**src/rtl/bitonic_sort_stream.sv**
```systemverilog
// Streaming bitonic sorting network with valid/ready backpressure and per-vector direction.
// Define BITONIC_SORT_STREAM_INDEX_EN to carry input-position tags and expose out_idx.
module bitonic_sort_stream #(
    parameter int VALUE_BITS = 8,
    parameter int DEPTH      = 3
) (
    input  logic                                       clk,
    input  logic                                       rst,
    input  logic                                       in_valid,
    output logic                                       in_ready,
    input  logic [(1<<DEPTH)*VALUE_BITS-1:0]           in_data,
    input  logic                                       in_desc,
    output logic                                       out_valid,
    input  logic                                       out_ready,
    output logic [(1<<DEPTH)*VALUE_BITS-1:0]           out_data,
    output logic                                       out_desc,
    output logic                                       busy,
    output logic [$clog2(DEPTH*(DEPTH+1)/2+1)-1:0]     inflight
`ifdef BITONIC_SORT_STREAM_INDEX_EN
   ,output logic [(1<<DEPTH)*DEPTH-1:0]                out_idx
`endif
);

    localparam int SIZE = 1 << DEPTH;
    localparam int LAT  = DEPTH * (DEPTH + 1) / 2;
    localparam int CW   = $clog2(LAT + 1);
`ifdef BITONIC_SORT_STREAM_INDEX_EN
    localparam int TAGW = DEPTH;
`else
    localparam int TAGW = 0;
`endif
    localparam int EW   = VALUE_BITS + TAGW;
    localparam int W    = SIZE * EW;

    logic [W-1:0]   inElems;
    logic [W-1:0]   pipeTap     [LAT+1];
    logic [LAT:0]   validTap;
    logic [LAT:0]   descTap;
    logic [W-1:0]   stageData_q [LAT];
    logic [W-1:0]   stageData_d [LAT];
    logic [LAT-1:0] stageValid_q;
    logic [LAT-1:0] stageDesc_q;
    logic [CW-1:0]  inflight_q;
    logic [CW-1:0]  inflight_d;
    logic           advance;
    logic           acceptFire;
    logic           outFire;

    // One compare-exchange column: partner distance 2^j, merge block 2^(s+1).
    // Elements are {key, tag} so a tagged build compares both in the same direction.
    function automatic logic [W-1:0] compareExchange(input logic [W-1:0] v, input int s,
                                                     input int j, input logic desc);
        logic [W-1:0]  r;
        logic [EW-1:0] a;
        logic [EW-1:0] b;
        logic          colDesc;
        int            p;
        r = v;
        for (int i = 0; i < SIZE; i++) begin
            if (((i >> j) & 1) == 0) begin
                p       = i | (1 << j);
                a       = v[i*EW +: EW];
                b       = v[p*EW +: EW];
                colDesc = desc ^ (((i >> (s + 1)) & 1) != 0);
                if (colDesc ? (a < b) : (a > b)) begin
                    r[i*EW +: EW] = b;
                    r[p*EW +: EW] = a;
                end
            end
        end
        return r;
    endfunction

    always_comb begin
        inElems = '0;
        for (int i = 0; i < SIZE; i++) begin
`ifdef BITONIC_SORT_STREAM_INDEX_EN
            inElems[i*EW +: EW] = {in_data[i*VALUE_BITS +: VALUE_BITS], DEPTH'(i)};
`else
            inElems[i*EW +: EW] = in_data[i*VALUE_BITS +: VALUE_BITS];
`endif
        end
    end

    // Tap c feeds column c; tap LAT is the output stage.
    always_comb begin
        pipeTap[0]  = inElems;
        validTap[0] = in_valid;
        descTap[0]  = in_desc;
        for (int c = 0; c < LAT; c++) begin
            pipeTap[c+1]  = stageData_q[c];
            validTap[c+1] = stageValid_q[c];
            descTap[c+1]  = stageDesc_q[c];
        end
    end

    always_comb begin
        for (int c = 0; c < LAT; c++) begin
            stageData_d[c] = '0;
        end
        for (int s = 0; s < DEPTH; s++) begin
            for (int k = 0; k <= s; k++) begin
                stageData_d[s*(s+1)/2 + k] = compareExchange(pipeTap[s*(s+1)/2 + k], s, s - k,
                                                             descTap[s*(s+1)/2 + k]);
            end
        end
    end

    assign out_valid  = validTap[LAT];
    assign out_desc   = descTap[LAT];
    assign advance    = !out_valid || out_ready;
    assign in_ready   = advance;
    assign acceptFire = in_valid && advance;
    assign outFire    = out_valid && out_ready;

    always_comb begin
        out_data = '0;
        for (int i = 0; i < SIZE; i++) begin
            out_data[i*VALUE_BITS +: VALUE_BITS] = pipeTap[LAT][i*EW + TAGW +: VALUE_BITS];
        end
    end

`ifdef BITONIC_SORT_STREAM_INDEX_EN
    always_comb begin
        out_idx = '0;
        for (int i = 0; i < SIZE; i++) begin
            out_idx[i*DEPTH +: DEPTH] = pipeTap[LAT][i*EW +: DEPTH];
        end
    end
`endif

    // Whole pipe moves as one; a stalled output freezes every stage.
    always_ff @(posedge clk or posedge rst) begin
        if (rst) begin
            for (int c = 0; c < LAT; c++) begin
                stageData_q[c] <= '0;
            end
            stageValid_q <= '0;
            stageDesc_q  <= '0;
        end else if (advance) begin
            for (int c = 0; c < LAT; c++) begin
                stageData_q[c]  <= stageData_d[c];
                stageValid_q[c] <= validTap[c];
                stageDesc_q[c]  <= descTap[c];
            end
        end
    end

    always_comb begin
        inflight_d = inflight_q;
        case ({acceptFire, outFire})
            2'b10:   inflight_d = inflight_q + CW'(1);
            2'b01:   inflight_d = inflight_q - CW'(1);
            default: inflight_d = inflight_q;
        endcase
    end

    always_ff @(posedge clk or posedge rst) begin
        if (rst) begin
            inflight_q <= '0;
        end else begin
            inflight_q <= inflight_d;
        end
    end

    assign inflight = inflight_q;
    assign busy     = (inflight_q != '0);

endmodule

```
**config.mk**
```make
export PLATFORM = sky130hd
export DESIGN_NAME = bitonic_sort_stream
export DESIGN_NICKNAME = d
export VERILOG_FILES = /design/src/rtl/bitonic_sort_stream.sv
export SDC_FILE = /design/constraint.sdc
export NUM_CORES = 2
export LEC_CHECK = 0
export CAP_MARGIN = 30
export CORE_ASPECT_RATIO = 0.9
export CORE_MARGIN = 2
export CORE_UTILIZATION = 45
export CTS_BUF_LIST = sky130_fd_sc_hd__clkbuf_2
export DETAILED_ROUTE_END_ITERATION = 6
export SLEW_MARGIN = 20
export SYNTH_ARGS = -nofsm -noshare
export SYNTH_HDL_FRONTEND = slang
export SYNTH_SLANG_ARGS = --single-unit
```
**constraint.sdc**
```tcl
create_clock -name clk -period 46 [get_ports clk]
set_clock_uncertainty 0.05 [all_clocks]
set_input_delay 11.5 -clock clk [delete_from_list [all_inputs] [get_ports clk]]
set_output_delay 11.5 -clock clk [all_outputs]
set_load 0.01 [all_outputs]
```
==> metrics.cfg <==
[synth]
synth_fp_nets = 3242
synth_area_leaders = dfrtp_1 37%, a21oi_1 15%, mux2i_1 14%
synthArstFlopShare_pct = 100.0
synthFlopType = dfrtp_1
synth.avg_cell_area_um2 = 9.016
synth_top_area_share_pct = 37.18
yosys.area.top_type = dfrtp_1
synthTopCellsByCount = 825 x a21oi_1, 399 x dfrtp_1, 384 x mux2i_1, 210 x nor2_1, 207 x inv_1
yosysMostFrequentCell = a21oi_1
synth_area_um2 = 26860
yosysUniqueCellTypes = 41
ys.warnings.count = 0
synth-seq-area-share_pct = 37.18
synth_edf_count = 0
syn-instance-count = 2979
ys_ff_latch = 399

[grt]
use_met1_pct = 31.58
busiest_layer = met2
grtUsageMet2_pct = 38.92
grt_max_degree = 272
grtUsageMet3_pct = 4.288
track_usage_pct = 23.78
grt_pass1_wl_um = 118100
grt_remaining_overflow = 0
antenna_found_initial = 2
grt_pass1_vias = 22400

[clocking]
cts_setup_buffers = 0
htree_levels = 3
cts.clk_slew.worst_paths_ps = 100
cts_tree = done
ctsHoldBuffers = 0
clk_latency_ps = 1150
cts_buffers = 111
post_cts_resized = 0
cts.sinks = 399
cts.path.max_buffers = 3
root_buffer = clkbuf_2

[setup_path]
worstPathMaxFanout = 32
crit_type = input pin to output pin
critPathLaunchType = input pin
cp_data_arrival_time_ps = 13020
critPathRequiredTime_ps = 34450
end_kind = output pin

[sta]
setup_tns_ps = 0
post-route-period-util_pct = 53.42
drv_slew = 0
max_freq_mhz = 40.70
tightest_slew_ps = 1095
slew_headroom_pct = 26.98
fin_crit_ps = 24570
hold_viol_final = 0
setup_viol = 0
rsz0062_at_grt = no

[placement]
routabilityCongestion = 0.8531
dp_hpwl_um = 53420
portBuffers = 139

[layout]
final_core_util_pct = 50.21
drive_gt1_share_pct = 8.395
area_growth_pct = 9.839
final_nets = 3291

[drt]
vias = 22250
drc_errors = 0
drtAntennaViolNets = 0
via_per_inst = 5.711
drtIter0Drc = 1339
wire_per_inst_um = 18.78
dr.pass1.iters = 5
routed_wl_um = 73170

[pwr]
ir_drop_uv = 31.84
p_leak_nw = 13.95
power_density_nw_per_um2 = 83.02

[die]
io_pins = 140
die_x_um = 261.5
start_util_pct = 45.72
die_h_um = 235.8
core-area_um2 = 58750
dieArea_um2 = 61660
rows = 84

[flow_run]
drv_cap = 0

[outcome]
status = complete, no violations

[hold_path]
min_path_type = register to register

routing by layer:
metal	wire length (µm)	part of all wire [%]
met4	2243	3.1
met1	33270	45
met5	0	0
met3	3325	4.5
met2	34330	47
per-stage QoR:
step                      instances  hold WS [ps]  area, µm²  total power, mW  setup slack (ps)
final                          3896         366.8      29500            2.449             21430
after global routing           3896         432.8      29500            2.662             21350
after CTS                      3884         347.4      29300            2.446             21400
after detailed placement       3678         407.3      28290            2.176             21410
after global placement         3665         399.4      28160            2.083             21440
after floorplan                2979         380.0      26860            1.811             22260
final timing paths:
| check | cells after the start | slack, ps | endpoint | from |
|---|---|---|---|---|
| worst max register to register | 8 | 42250 | pipeTap[369]$_DFFE_PP0N_ | stageValid_q[5]$_DFFE_PP0N_ |
| worst max-delay path | 4 | 21430 | in_ready | out_ready |
| worst min register to register | 2 | 370 | stageValid_q[1]$_DFFE_PP0N_ | stageValid_q[0]$_DFFE_PP0N_ |
| worst min-delay path | 2 | 370 | stageValid_q[1]$_DFFE_PP0N_ | stageValid_q[0]$_DFFE_PP0N_ |
| min in group asynchronous | 2 | 10870 | stageValid_q[1]$_DFFE_PP0N_ | rst |
| max in group asynchronous | 4 | 33790 | pipeTap[357]$_DFFE_PP0N_ | rst |
area by class of cell:
class	count	area, µm²
tap	774	968.4
clock inverter	31	126.4
antenna	1	2.502
timing repair buffer	176	1846
sequential	399	9985
fill	5521	29250
multi-input combinational	2131	14900
inverter	209	794.5
clock buffer	175	875.8
power breakdown:
| part | internal [mW] | switching, mW | leakage [nW] |
|---|---|---|---|
| logic | 0.657 | 0.817 | 8.23 |
| clock network | 0.101 | 0.161 | 0.788 |
| registers | 0.525 | 0.189 | 4.94 |
| total | 1.28 | 1.17 | 14.0 |
worst max-delay path: stages:
cell and delay [ps]:
clkdlybuf4s50_1 530, nor2b_4 90, inv_4 260, clkdlybuf4s50_1 610
layout by cell type (no fill, tap or decap), types with 24 or more instances in the layout:
cell and count:
a21o_1 25, a21oi_1 825, and2_1 193, clkbuf_2 175
clkdlybuf4s50_1 139, clkinv_1 25, dfrtp_1 399, ha_1 193
inv_1 206, mux2i_1 384, nand2_1 42, nand4_1 47
nor2_1 210, nor2b_1 25, o211ai_1 30, o21ai_0 24
flip-flops by register name (all words and copies together), names as in the netlist:
signal        flops
out_data         64
pipeTap         320
stageValid_q      6
stageDesc_q       6
inflight          3
logic make-up after synthesis:
family / synth area share [%]
AO/OA/AOI/OAI: 21.19
AND/OR/NAND/NOR: 10.44
buffers and inverters: 7.719
flip-flops: 37.18
multiplexers: 14.31
adder cells (fa/ha/maj): 9.066
XOR/XNOR: 0.09785
(Power assumes the default switching activity.)
